--- src/rtl/int2flt_pkg.sv ---
`default_nettype none
// ============================================================================
// Module      : int2flt_pkg
// Description : Shared state encoding and float-format constants for int2flt.
// Revision    : 1.0 - initial release
// ============================================================================
package int2flt_pkg;

    typedef enum logic [3:0] {
        ST_IDLE  = 4'd0,
        ST_RD_LO = 4'd1,
        ST_RD_HI = 4'd2,
        ST_PREP  = 4'd3,
        ST_NORM  = 4'd4,
        ST_ROUND = 4'd5,
        ST_WR_LO = 4'd6,
        ST_WR_HI = 4'd7,
        ST_DONE  = 4'd8
    } state_t;

    localparam int EXP_BIAS = 15;
    // A magnitude with bit 15 set is 2^15, hence bias + 15.
    localparam int EXP_INIT = EXP_BIAS + 15;
    localparam int MANT_W   = 10;

endpackage
`default_nettype wire

--- src/rtl/int2flt_round.sv ---
`default_nettype none
// ============================================================================
// Module      : int2flt_round
// Description : Round-to-nearest-even of a normalized 16-bit magnitude into a
//               binary16 exponent/mantissa pair, with carry renormalization.
// Revision    : 1.0 - initial release
// ============================================================================
module int2flt_round
    import int2flt_pkg::*;
(
    input  logic [15:0] mag,
    input  logic [4:0]  exp_in,
    output logic [14:0] exp_mant
);

    logic [MANT_W-1:0] mant;
    logic              guard;
    logic              sticky;
    logic              inc;
    logic [MANT_W:0]   mant_sum;
    logic [4:0]        exp_out;

    always_comb begin
        mant     = mag[14:5];
        guard    = mag[4];
        sticky   = |mag[3:0];
        inc      = guard & (sticky | mant[0]);
        mant_sum = {1'b0, mant} + {{MANT_W{1'b0}}, inc};
        // A carry out leaves the low mantissa bits at zero already.
        exp_out  = mant_sum[MANT_W] ? exp_in + 5'd1 : exp_in;
        exp_mant = {exp_out, mant_sum[MANT_W-1:0]};
        if (!mag[15]) begin
            exp_mant = '0;
        end
    end

endmodule
`default_nettype wire

--- src/rtl/int2flt.sv ---
`default_nettype none
// ============================================================================
// Module      : int2flt
// Description : Sequential int16 -> binary16 converter over a byte-wide data
//               memory port, with start falling-edge launch and done pulse.
// Revision    : 1.0 - initial release
// ============================================================================
module int2flt
    import int2flt_pkg::*;
#(
    parameter logic [7:0] SRC_ADDR = 8'd0,
    parameter logic [7:0] DST_ADDR = 8'd2
) (
    input  logic       clk,
    input  logic       reset,
    input  logic       start,
    output logic       done,
    output logic       busy,
    output logic [7:0] dm_addr,
    output logic       dm_rd,
    output logic       dm_wr,
    output logic [7:0] dm_wdata,
    input  logic [7:0] dm_rdata
);

    state_t      state_q, state_d;
    logic        start_q, start_d;
    logic [15:0] x_q, x_d;
    logic        sign_q, sign_d;
    logic [15:0] mag_q, mag_d;
    logic [4:0]  exp_q, exp_d;
    logic [15:0] result_q, result_d;

    logic [15:0] abs_x;
    logic [14:0] rnd_exp_mant;

    // 0x8000 negates to itself, which reads as 32768 unsigned.
    assign abs_x = x_q[15] ? (~x_q + 16'd1) : x_q;

    int2flt_round u_round (
        .mag      (mag_q),
        .exp_in   (exp_q),
        .exp_mant (rnd_exp_mant)
    );

    always_ff @(posedge clk or posedge reset) begin
        if (reset) begin
            state_q  <= ST_IDLE;
            start_q  <= 1'b0;
            x_q      <= '0;
            sign_q   <= 1'b0;
            mag_q    <= '0;
            exp_q    <= '0;
            result_q <= '0;
        end else begin
            state_q  <= state_d;
            start_q  <= start_d;
            x_q      <= x_d;
            sign_q   <= sign_d;
            mag_q    <= mag_d;
            exp_q    <= exp_d;
            result_q <= result_d;
        end
    end

    always_comb begin
        state_d  = state_q;
        start_d  = start;
        x_d      = x_q;
        sign_d   = sign_q;
        mag_d    = mag_q;
        exp_d    = exp_q;
        result_d = result_q;
        case (state_q)
            ST_IDLE: begin
                if (start_q && !start) begin
                    state_d = ST_RD_LO;
                end
            end
            ST_RD_LO: begin
                x_d[7:0] = dm_rdata;
                state_d  = ST_RD_HI;
            end
            ST_RD_HI: begin
                x_d[15:8] = dm_rdata;
                state_d   = ST_PREP;
            end
            ST_PREP: begin
                sign_d = x_q[15];
                mag_d  = abs_x;
                exp_d  = 5'(EXP_INIT);
                if (abs_x == 16'd0) begin
                    result_d = '0;
                    state_d  = ST_WR_LO;
                end else if (abs_x[15]) begin
                    state_d = ST_ROUND;
                end else begin
                    state_d = ST_NORM;
                end
            end
            ST_NORM: begin
                // Look ahead at bit 14 so NORM lasts exactly one cycle per leading zero.
                mag_d = {mag_q[14:0], 1'b0};
                exp_d = exp_q - 5'd1;
                if (mag_q[14]) begin
                    state_d = ST_ROUND;
                end
            end
            ST_ROUND: begin
                result_d = {sign_q, rnd_exp_mant};
                state_d  = ST_WR_LO;
            end
            ST_WR_LO: state_d = ST_WR_HI;
            ST_WR_HI: state_d = ST_DONE;
            ST_DONE:  state_d = ST_IDLE;
            default:  state_d = ST_IDLE;
        endcase
    end

    always_comb begin
        done     = 1'b0;
        busy     = (state_q != ST_IDLE);
        dm_addr  = 8'd0;
        dm_rd    = 1'b0;
        dm_wr    = 1'b0;
        dm_wdata = 8'd0;
        case (state_q)
            ST_RD_LO: begin
                dm_addr = SRC_ADDR;
                dm_rd   = 1'b1;
            end
            ST_RD_HI: begin
                dm_addr = SRC_ADDR + 8'd1;
                dm_rd   = 1'b1;
            end
            ST_WR_LO: begin
                dm_addr  = DST_ADDR;
                dm_wr    = 1'b1;
                dm_wdata = result_q[7:0];
            end
            ST_WR_HI: begin
                dm_addr  = DST_ADDR + 8'd1;
                dm_wr    = 1'b1;
                dm_wdata = result_q[15:8];
            end
            ST_DONE:  done = 1'b1;
            default: ;
        endcase
    end

endmodule
`default_nettype wire

--- config.mk ---
export PLATFORM = sky130hd
export DESIGN_NAME = int2flt
export DESIGN_NICKNAME = d
export VERILOG_FILES = /design/src/rtl/int2flt_pkg.sv /design/src/rtl/int2flt_round.sv /design/src/rtl/int2flt.sv
export SDC_FILE = /design/constraint.sdc
export NUM_CORES = 1
export LEC_CHECK = 0
export CAP_MARGIN = 0
export CORE_ASPECT_RATIO = 2
export CORE_MARGIN = 10
export CORE_UTILIZATION = 58
export CTS_CLUSTER_DIAMETER = 200
export DETAILED_ROUTE_END_ITERATION = 10
export GPL_TIMING_DRIVEN = 0
export PLACE_DENSITY = 0.8
export SETUP_SLACK_MARGIN = 0.1
export SLEW_MARGIN = 0
export SYNTH_ARGS = -nofsm -noshare
export SYNTH_HDL_FRONTEND = slang
export SYNTH_HIERARCHICAL = 1
export SYNTH_SLANG_ARGS = --single-unit
--- constraint.sdc ---
create_clock -name clk -period 3.3 [get_ports clk]
set_input_delay 0.495 -clock clk [delete_from_list [all_inputs] [get_ports clk]]
set_output_delay 0.495 -clock clk [all_outputs]
set_load 0.01 [all_outputs]
-- After elaboration in Yosys (flattened, before gate mapping)
Index checks and enable logic that the tools add are counted.
Widths: inputs -> output; s select.
- flip-flop bits (word level): 59
- input port bits: 11
- output and inout port bits: 20
- word-level logic and storage cells: 55
- $add $sub $neg: 4
- equal/unequal tests: 11
- mux-type cells: 17
- bitwise gates (word level): 3
- reduce and logical (&&, ||, !) cells: 12
- operators with widths (cell ; number):
    $pmux 16 s2 ; 2
    $mux 16 ; 2
    $pmux 4 s8 ; 1
    $add 16x1->16 const B ; 1
    $eq 4x3->1 const B ; 4
    $logic_not 16->1 ; 1
    $not 16->16 ; 1
    $pmux 8 s2 ; 1
    $mux 15 ; 1
    $add 10x1->11 ; 1
    $pmux 5 s2 ; 1
    $eq 4x2->1 const B ; 2
    $mux 4 ; 2
    $ne 2x2->1 const B ; 3
    $pmux 2 s3 ; 1
    $add 5x1->5 const B ; 1
    $mux 5 ; 1
    $sub 5x1->5 const B ; 1
    $eq 4x1->1 const B ; 1
    $eq 4x4->1 const B ; 1
    $logic_not 4->1 ; 1
    $mux 1 ; 4
    $reduce_and 2->1 ; 2
    $reduce_bool 2->1 ; 2
    other kinds (8) ; 9

-- Logic depth before layout (Yosys ltp)
Gate-level depths: netlist of run 1.
- depth in word-level cells: 7
- gate-level depth with buffers: 9
- depth with buffers taken out: 8

-- Modules after synthesis
Netlist of run 1, hierarchy kept.
- modules (own cells, without submodules) (module ; times used ; cells each ; area an instance (um^2) ; sequential area each (um^2)):
    int2flt ; 1 ; 321 ; 3144.3 ; 1476.4
    int2flt_round ; 1 ; 56 ; 404.1 ; 0.0

-- Least setup slack after synthesis of run 1
Ideal clock, no wire load.
- kind: register -> register
- start point: reg x_q[3]
- end point: reg result_q[0]
- library setup time: 119 ps
- arrival: 2358 ps
- required time: 3181 ps
- slack: 822 ps
- cell stages (with the launch flop): 9
- buffers on the path: 2
- clock period less this slack: 2478 ps
- path through: dfrtp_1 -> or4_4 -> buf_6 -> o41ai_4 -> xor2_1 -> nand2_1 -> nor4_4 -> buf_6 -> o21ai_2
- longest elaborated chain between the ends: 6
- RTL lines (what ; line ; text):
    start, declared ; int2flt.sv:28 ; logic [15:0] x_q, x_d;
    start signal, assigned ; int2flt.sv:50 ; x_q <= '0;
    start signal, assigned ; int2flt.sv:58 ; x_q <= x_d;
    $not 16->16 ; int2flt.sv:38 ; assign abs_x = x_q[15] ? (~x_q + 16'd1) : x_q;
    $add 16x1->16 ; int2flt.sv:38 ;
    $mux 16 * ; int2flt.sv:38 ;
    $logic_not 16->1 * ; int2flt.sv:92 ; if (abs_x == 16'd0) begin
    $ne 2x2->1 (no line) * ; n/a ;
    $reduce_and 2->1 (no line) * ; n/a ;
    end signal, assigned ; int2flt.sv:62 ; result_q <= result_d;
    end, declared ; int2flt.sv:32 ; logic [15:0] result_q, result_d;
Every way passes the cells marked *; elsewhere a longest branch is shown, timed or not.
A chain may end at the register's enable or synchronous reset.

-- Final worst setup path of run 1
- start point: reg state_q[1]
- end point: out dm_rd
- longest elaborated chain between the ends: 3
- RTL lines (what ; line ; text):
    start, declared ; int2flt.sv:26 ; state_t state_q, state_d;
    start signal, assigned ; int2flt.sv:56 ; state_q <= state_d;
    $eq 4x2->1 / $eq 4x1->1 (equally long branches) ; int2flt.sv:127 ; case (state_q)
    $reduce_or 2->1 (no line) * ; n/a ;
    $mux 1 * ; int2flt.sv:127 ;
    end, declared ; int2flt.sv:20 ; output logic dm_rd,
Marked as above.

==> impl_metrics.ini, run 1 <==
[clock_network]
clk_pin_slew_worst_paths_ns = 0.05
cts_buffer_depth = 2
ctsResizeCount = 0
cts_tree = yes
clock_latency_ns = 0.33
root_buffer = clkbuf_16
cts_setup_buffers = 0
cts_buffers = 9
cts_hold_buf = 0
cts.sinks = 59
cts_max_level = 3

[routing]
drt_pass1_iterations = 4
antenna_left = 0
wl_per_cell_microns = 17.5
post-route-drc-count = 0
vias = 2875
drt_wl_total_microns = 8490
drt_iter0_markers = 152
viasPerCell = 5.92

[setup_path]
cpPeakStageDelay_ns = 0.53
crit_arrival_ns = 2.55
r2r_cells = 8
start_kind = flip-flop
cp.buffers_inverters = 3
r2r_setup_slack_ns = 0.33
crit_top_cell = clkbuf_1
worstSetupPathType = reg2out
path_cells = clkbuf_1 -> nand2b_1 -> nor3_1 -> clkbuf_1 -> or2_2 -> clkdlybuf4s50_1
timing.rr.start = x_q[3]
critPathTopFamily = buffers and inverters
cp_slowest_cell = clkdlybuf4s50_1
worstReg2RegEnd = result_q[5]
required_ns = 2.80
end_kind = primary output
path_max_fanout = 10

[power_and_ir_drop]
vdd_drop_max_uv = 744
p_per_area_nw_per_um2 = 1030
total_power_mw = 4.39
power.leakage_nw = 1.81

[worst_hold_path]
hold_class = in2async

[cells_and_area]
num_antenna_cells = 0
final_net_count = 433
syn_to_final_growth_pct = 20.3
final_cells = 486
drive_gt1_frac = 0.165

[sta]
finalSetupTns_ns = 0
rsz0062_at_grt = false
timing.final.crit_period_ns = 3.04
clock_skew_ns = 0.00732
finalSetupViolCount = 0
max_slew_margin = 0.243
max_freq_mhz = 328
post-route-period-util = 0.923
slew_violations = 0
worst_pin_slew_ns = 1.13
hold_viol_final = 0

[outcome]
status = finished, final reports clean

[placed_design]
io_buffers = 24
place_hpwl_microns = 6540
gp_congestion = 0.984
placed_cells = 470

[die]
core_area_sq_um = 5960
rows = 40
die_w_microns = 75.3
pin_count = 31
die_y_microns = 131
start_util = 0.596
dieArea_sq_um = 9840

[synth]
synth_cell_type_count = 61
ys_ff_latch = 59
synth_area_per_cell_sq_um = 9.41
synth_edf_count = 0
yosys_warnings = 6
syn_inst = 377
synth_area_sq_um = 3550
seq_area_frac_synth = 0.416
async_flop_share = 1.00
synth_flop_cell = dfrtp_1

[global_route]
grt_max_degree = 46
grt-ovfl-total = 0
antenna_found_initial = 0
grt_pass1_vias = 3005
grt_usage = 0.189
grt_pass1_wl_microns = 13900

[flow_run]
cap_violations = 0
==> synthesized netlist by cell type (3+ instances only) <==
master | number | area [sq um]
a21oi_1 | 7 | 35.0
a22oi_1 | 14 | 105
and2_1 | 11 | 68.8
and3_1 | 3 | 18.8
buf_4 | 7 | 52.6
clkbuf_1 | 18 | 67.6
dfrtp_1 | 59 | 1480
ha_1 | 4 | 50.1
inv_1 | 8 | 30.0
mux2_2 | 13 | 146
mux2i_1 | 11 | 110
nand2_1 | 52 | 195
nand2b_1 | 5 | 31.3
nand3_1 | 4 | 20.0
nand4_1 | 5 | 31.3
nor2_1 | 18 | 67.6
nor2b_1 | 3 | 18.8
nor3_1 | 10 | 50.1
nor4_1 | 3 | 18.8
o21ai_0 | 33 | 165
o21ai_2 | 10 | 87.6
or2_2 | 8 | 50.1
or3_1 | 3 | 18.8
or4_1 | 3 | 22.5
xnor2_1 | 7 | 61.3
xor2_1 | 16 | 140
==> cells by family after synthesis <==
| logic type | synth area share |
|---|---|
| xor+xnor | 0.0568 |
| other cells | 0.00106 |
| buf+inv | 0.0511 |
| simple gates | 0.224 |
| fa+ha+maj | 0.0141 |
| mux | 0.0723 |
| compound gates | 0.165 |
| flops | 0.416 |
==> cell type report <==
type / instances / area, sq um
timing repair buffer: 25 / 260
inverter: 8 / 30.0
multi-input combinational: 286 / 1910
tap: 63 / 78.8
buffer: 29 / 151
clock inverter: 4 / 95.1
clock buffer: 12 / 267
fill: 459 / 1690
sequential: 59 / 1480
==> how the worst max path moves through the flow <==
stage | from | endpoint | cells past startpoint
after floorplan | x_q[3] | result_q[0] | 8
after global placement | reset | exp_q[0] | 2
after detailed placement | x_q[3] | result_q[3] | 8
after CTS | state_q[1] | dm_rd | 6
after global routing | state_q[1] | dm_rd | 6
final | state_q[1] | dm_rd | 6
==> layer usage <==
metal | part of all wire | vias up | track usage
met3 | 0.033 | 34 | 0.0483
met2 | 0.58 | 62 | 0.355
met4 | 0.062 | 0 | 0.144
met5 | 0 | - | 0
met1 | 0.32 | 1373 | 0.157
li1 | - | 1406 | -
==> through the flow <==
stage	worst slack [ns]	instance area, sq um	util	hold slack, ns
after floorplan	0.822	3570	-	0.446
after global placement	0.392	3890	0.653	0.484
after detailed placement	0.341	3910	0.656	0.485
after CTS	0.239	4270	0.717	0.437
after global routing	0.109	4270	0.717	0.448
final	0.256	4270	0.717	0.444
==> flip-flops by register name (all words and copies together), names as in the netlist <==
name      count
x_q          16
result_q     16
mag_q        16
exp_q         5
state_q       4
sign_q        1
start_q       1
==> cell usage in the layout (no fill, tap or decap), types with 3 or more instances in the layout <==
| cell | synthesis | routed |
|---|---|---|
| a21oi_1 | 7 | 7 |
| a22oi_1 | 14 | 14 |
| and2_1 | 11 | 11 |
| and3_1 | 3 | 3 |
| buf_4 | 7 | 7 |
| bufinv_16 | 0 | 3 |
| clkbuf_1 | 18 | 18 |
| clkbuf_16 | 0 | 9 |
| clkbuf_8 | 0 | 3 |
| clkdlybuf4s50_1 | 0 | 24 |
| conb_1 | 1 | 6 |
| dfrtp_1 | 59 | 59 |
| ha_1 | 4 | 4 |
| inv_1 | 8 | 7 |
| mux2_2 | 13 | 13 |
| mux2i_1 | 11 | 11 |
| nand2_1 | 52 | 52 |
| nand2b_1 | 5 | 5 |
| nand3_1 | 4 | 4 |
| nand4_1 | 5 | 5 |
| nor2_1 | 18 | 18 |
| nor2b_1 | 3 | 3 |
| nor3_1 | 10 | 10 |
| nor4_1 | 3 | 3 |
| o21ai_0 | 33 | 33 |
| o21ai_2 | 10 | 10 |
| or2_2 | 8 | 8 |
| or3_1 | 3 | 3 |
| or4_1 | 3 | 3 |
| xnor2_1 | 7 | 7 |
| xor2_1 | 16 | 16 |
==> report_power, final <==
part,switching [mW],internal [mW]
Clock,0.314,0.796
Combinational,1.05,0.825
Sequential,0.360,1.05
Total,1.73,2.67
No activity file was read; power rests on OpenSTA's default activity.
==> inputs of run 2 (changes only) <==
--- a/config.mk
+++ b/config.mk
@@ -7,13 +7,13 @@
 export LEC_CHECK = 0
 export CAP_MARGIN = 0
 export CORE_ASPECT_RATIO = 2
-export CORE_MARGIN = 10
 export CORE_UTILIZATION = 58
 export CTS_CLUSTER_DIAMETER = 200
 export DETAILED_ROUTE_END_ITERATION = 10
 export GPL_TIMING_DRIVEN = 0
 export PLACE_DENSITY = 0.8
 export SETUP_SLACK_MARGIN = 0.1
+export SKIP_CTS_REPAIR_TIMING = 1
 export SLEW_MARGIN = 0
 export SYNTH_ARGS = -nofsm -noshare
 export SYNTH_HDL_FRONTEND = slang
==> run 2 against run 1 <==
Effect of this change:
- the flow now finishes with violations (design-rule violations)
- count of clock-buffer cells in the layout unchanged
- register-to-register slack worse by 0.03 ns
- flip-flop and latch count unchanged
- via count shrank 1.1%
- routed wire length fell by 4.9%
- maximum frequency is 1.4% higher
- sequential power about the same
- utilization increased by 0.084 points
- cell area grew 0.12%
- largest cell class unchanged
- highest routed layer unchanged
==> impl_metrics.ini, run 2 (same netlist as run 1, synthesis figures left out) <==
[outcome]
status = finished, violations left
violations = design-rule violations

[worst_hold_path]
hold_class = reg2reg

[clock_network]
root_buffer = clkbuf_16
cts_buffer_depth = 2
clk_pin_slew_worst_paths_ns = 0.05
clock_latency_ns = 0.33
cts.sinks = 59
cts_max_level = 3
cts_buffers = 9
cts_tree = yes

[sta]
max_slew_margin = 0.474
finalSetupTns_ns = 0
rsz0062_at_grt = false
max_freq_mhz = 333
hold_viol_final = 0
slew_violations = 0
finalSetupViolCount = 0
timing.final.ws_setup_ns = 0.298
post-route-period-util = 0.910
clock_skew_ns = 0.00587
worst_pin_slew_ns = 0.783
timing.final.crit_period_ns = 3.00

[setup_path]
end_kind = primary output
required_ns = 2.80
path_max_fanout = 10
crit_arrival_ns = 2.51
worstSetupPathType = reg2out
start_kind = flip-flop

[die]
core_area_sq_um = 5960
die_w_microns = 57.3
pin_count = 31
die_y_microns = 113
start_util = 0.596
rows = 40
dieArea_sq_um = 6450

[cells_and_area]
final_cell_area_sq_um = 4270
multi_input_area_sq_um = 1910
final_cells = 486
final_net_count = 433
nFillCells = 461
syn_to_final_growth_pct = 20.4
drive_gt1_frac = 0.168
reg_top3 = mag_q x16, result_q x16, x_q x16
mostFrequentLayoutCells = 59 x dfrtp_1, 52 x nand2_1, 33 x o21ai_0
num_antenna_cells = 0
layout_commonest_cell = dfrtp_1
seq_area_sq_um = 1480

[global_route]
grt_usage = 0.277
grt_pass1_vias = 2864
grt_pass1_wl_microns = 13000
grt-ovfl-total = 0
grt_max_degree = 38
antenna_found_initial = 0

[routing]
drt_iter0_markers = 98
antenna_left = 0
viasPerCell = 5.85
drt_pass1_iterations = 8
wl_per_cell_microns = 16.6
drt_wl_total_microns = 8070
vias = 2844
wl_met2_microns = 4750
wl_met1_microns = 2590
wl_met3_microns = 188
post-route-drc-count = 3
top_layer = met4

[placed_design]
placed_cells = 470
place_hpwl_microns = 6130
gp_congestion = 0.861
place_area_sq_um = 3910
io_buffers = 24
dp_slack_ns = 0.332

[power_and_ir_drop]
p_per_area_nw_per_um2 = 1020
power.leakage_nw = 1.81
vdd_drop_max_uv = 564

[flow_run]
cap_violations = 0
[run 2: report_power, final]
part	internal, mW	switching, mW
logic	0.824	1.01
clock network	0.797	0.316
registers	1.04	0.375
[run 2: layout make-up]
type                            count  area share
Tap cell                           63      0.0184
Buffer                             29      0.0354
Multi-Input combinational cell    286       0.448
Clock buffer                       12      0.0624
Clock inverter                      4      0.0223
Sequential cell                    59       0.346
Inverter                            8     0.00703
Timing Repair Buffer               25      0.0609
[run 2: metrics by stage]
step / hold WS, ns / power, mW / utilization
6_report: 0.495 / 4.36 / 0.717
5_1_grt: 0.523 / 4.65 / 0.717
4_1_cts: 0.497 / 4.38 / 0.717
3_5_place_dp: 0.491 / 3.23 / 0.656
3_3_place_gp: 0.484 / 3.15 / 0.653
2_1_floorplan: 0.446 / 2.70 / -
[run 2: critical path, cell delays in order, from the launching register on]
cell,delay [ns]
dfrtp_1,0.35
clkbuf_1,0.18
nand2b_1,0.23
nor3_1,0.26
clkbuf_1,0.43
or2_2,0.20
clkdlybuf4s50_1,0.52
[run 2: worst paths after layout]
kind                             from          end  slack [ns]  cells past startpoint
max                        state_q[1]        dm_rd        0.30                      6
min                          exp_q[4]     exp_q[4]        0.49                      1
max reg2reg                    x_q[0]  result_q[8]        0.30                      9
min reg2reg                  exp_q[4]     exp_q[4]        0.49                      1
max in group asynchronous       reset  result_q[0]        2.21                      3
min in group asynchronous       reset       x_q[4]        0.52                      2
[run 2: routing by layer]
metal  track usage  vias up
li1              -     1407
met1         0.231     1336
met2         0.524       65
met3        0.0461       36
met4         0.242        0
met5             0        -
==> inputs of run 3 (changes only) <==
--- a/config.mk
+++ b/config.mk
@@ -6,12 +6,12 @@
 export NUM_CORES = 1
 export LEC_CHECK = 0
 export CAP_MARGIN = 0
-export CORE_ASPECT_RATIO = 2
+export CORE_ASPECT_RATIO = 1.1
 export CORE_UTILIZATION = 58
 export CTS_CLUSTER_DIAMETER = 200
 export DETAILED_ROUTE_END_ITERATION = 10
 export GPL_TIMING_DRIVEN = 0
-export PLACE_DENSITY = 0.8
+export PLACE_DENSITY_LB_ADDON = 0.25
 export SETUP_SLACK_MARGIN = 0.1
 export SKIP_CTS_REPAIR_TIMING = 1
 export SLEW_MARGIN = 0
==> run 3 against run 2 <==
Effect of this change:
- the flow now finishes without violations
- highest routed layer unchanged
- combinational power about the same
- total power down 9.1%
- non-clock buffer count unchanged
- flip-flop and latch count unchanged
- global-route usage down 1.3 points
- via count down 0.98%
- final cell count up 2.9%
- clock skew up 0.0025 ns
- first-iteration DRC count up 32%
==> impl_metrics.ini, run 3 (same netlist as run 1, synthesis figures left out) <==
[routing]
wl_per_cell_microns = 14.9
drt_iter0_markers = 129
viasPerCell = 5.63
drt_pass1_iterations = 5
post-route-drc-count = 0
drt_wl_total_microns = 7470
antenna_left = 0
vias = 2816

[power_and_ir_drop]
sw_frac_of_total = 0.413
p_switching_mw = 1.64
power.internal_mw = 2.33
vdd_drop_max_uv = 640
power.leakage_nw = 1.75
p_per_area_nw_per_um2 = 956
p_seq_frac = 0.354
pwr-share-clk = 0.190
comb_power_share = 0.456

[clock_network]
cts_buffers = 9
clock_latency_ns = 0.34
cts_buffer_depth = 2
cts_tree = yes
root_buffer = clkbuf_8
cts.sinks = 59
clk_pin_slew_worst_paths_ns = 0.07
cts_max_level = 3

[cells_and_area]
num_antenna_cells = 0
final_net_count = 433
layout_commonest_cell = dfrtp_1
drive_gt1_frac = 0.165
nFillCells = 465
final_cells = 500
mostFrequentLayoutCells = 59 x dfrtp_1, 52 x nand2_1, 33 x o21ai_0
reg_top3 = mag_q x16, result_q x16, x_q x16
syn_to_final_growth_pct = 17.0

[outcome]
status = finished, final reports clean

[placed_design]
place_hpwl_microns = 5550
io_buffers = 24
placed_cells = 484
gp_congestion = 0.883

[die]
rows = 29
die_w_microns = 76.6
start_util = 0.607
dieArea_sq_um = 6430
pin_count = 31
die_y_microns = 84.0
core_area_sq_um = 5840

[sta]
finalSetupTns_ns = 0
holdWs_ns = 0.490
post-route-period-util = 0.894
worst_pin_slew_ns = 1.14
slew_violations = 0
hold_viol_final = 0
finalSetupViolCount = 0
max_freq_mhz = 339
timing.final.crit_period_ns = 2.95
clock_skew_ns = 0.00835
rsz0062_at_grt = true
max_slew_margin = 0.236

[global_route]
grt_use_met2 = 0.475
grt.busiest_layer = met2
grt-ovfl-total = 0
gr-usage-met1 = 0.315
grt_usage = 0.264
grt_pass1_vias = 2821
grt_max_degree = 38
antenna_found_initial = 0
grt_util_met3 = 0.0393
grt_pass1_wl_microns = 13200

[setup_path]
timing.rr.start = state_q[3]
start_kind = flip-flop
end_kind = primary output
worstSetupPathType = reg2out
cp_slowest_cell = clkdlybuf4s50_1
cpPeakStageDelay_ns = 0.52
path_max_fanout = 10
path_cells = clkbuf_1 -> nand2b_1 -> nor3_1 -> clkbuf_1 -> or2_2 -> clkdlybuf4s50_1
r2r_cells = 7
worstReg2RegEnd = mag_q[2]
crit_arrival_ns = 2.45
crit_top_cell = clkbuf_1
required_ns = 2.80
r2r_setup_slack_ns = 0.41

[worst_hold_path]
hold_class = in2async

[flow_run]
cap_violations = 0
-- run 3: cell types whose count changed in the layout (fill, tap and decap cells not counted), sizes merged --
cell	previous run	this run
bufinv	3	2
clkinvlp	0	1
-- run 3: power groups by stage --
stage               sequential [mW]  clock, mW  combinational [mW]
floorplan                      1.30          0                1.40
global placement               1.39          0                1.74
detailed placement             1.41          0                1.80
CTS                            1.40      0.764                1.82
global route                   1.45      0.789                2.04
finish                         1.40      0.755                1.81
-- run 3: through the flow --
stage                      util  power [mW]  setup slack (ns)  cell area [sq um]
after floorplan               -        2.70             0.822               3570
final                     0.711        3.97             0.351               4150
after CTS                 0.711        3.98             0.257               4150
after global routing      0.711        4.27            0.0803               4150
after global placement    0.668        3.13             0.359               3900
after detailed placement  0.672        3.21             0.458               3920
-- run 3: layer usage --
| layer | share of wire | up-vias |
|---|---|---|
| met1 | 0.42 | 1344 |
| met2 | 0.53 | 53 |
| li1 | - | 1410 |
| met5 | 0 | - |
| met3 | 0.032 | 9 |
| met4 | 0.015 | 0 |
-- run 3: cell type report --
| class | count | area (sq um) | share of cell area |
|---|---|---|---|
| clock inverter | 4 | 72.6 | 0.0175 |
| tap | 77 | 96.3 | 0.0232 |
| clock buffer | 12 | 155 | 0.0374 |
| buffer | 29 | 153 | 0.0368 |
| timing repair buffer | 25 | 260 | 0.0627 |
| multi-input combinational | 286 | 1910 | 0.460 |
| inverter | 8 | 30.0 | 0.00723 |
| sequential | 59 | 1480 | 0.356 |
-- run 3: critical path, delay by kind of cell, from the launching register on --
kind,cells,cell delay [ns]
DFF,1,0.36
buffers and inverters,3,1.12
and+or+nand+nor,3,0.62
-- run 3: how the worst max path moves through the flow --
| stage | endpoint | slack [ns] | from |
|---|---|---|---|
| floorplan | result_q[0] | 0.82 | x_q[3] |
| global placement | mag_q[0] | 0.36 | reset |
| detailed placement | result_q[3] | 0.46 | x_q[3] |
| CTS | dm_rd | 0.26 | state_q[1] |
| global route | mag_q[2] | 0.08 | state_q[3] |
| finish | dm_rd | 0.35 | state_q[0] |
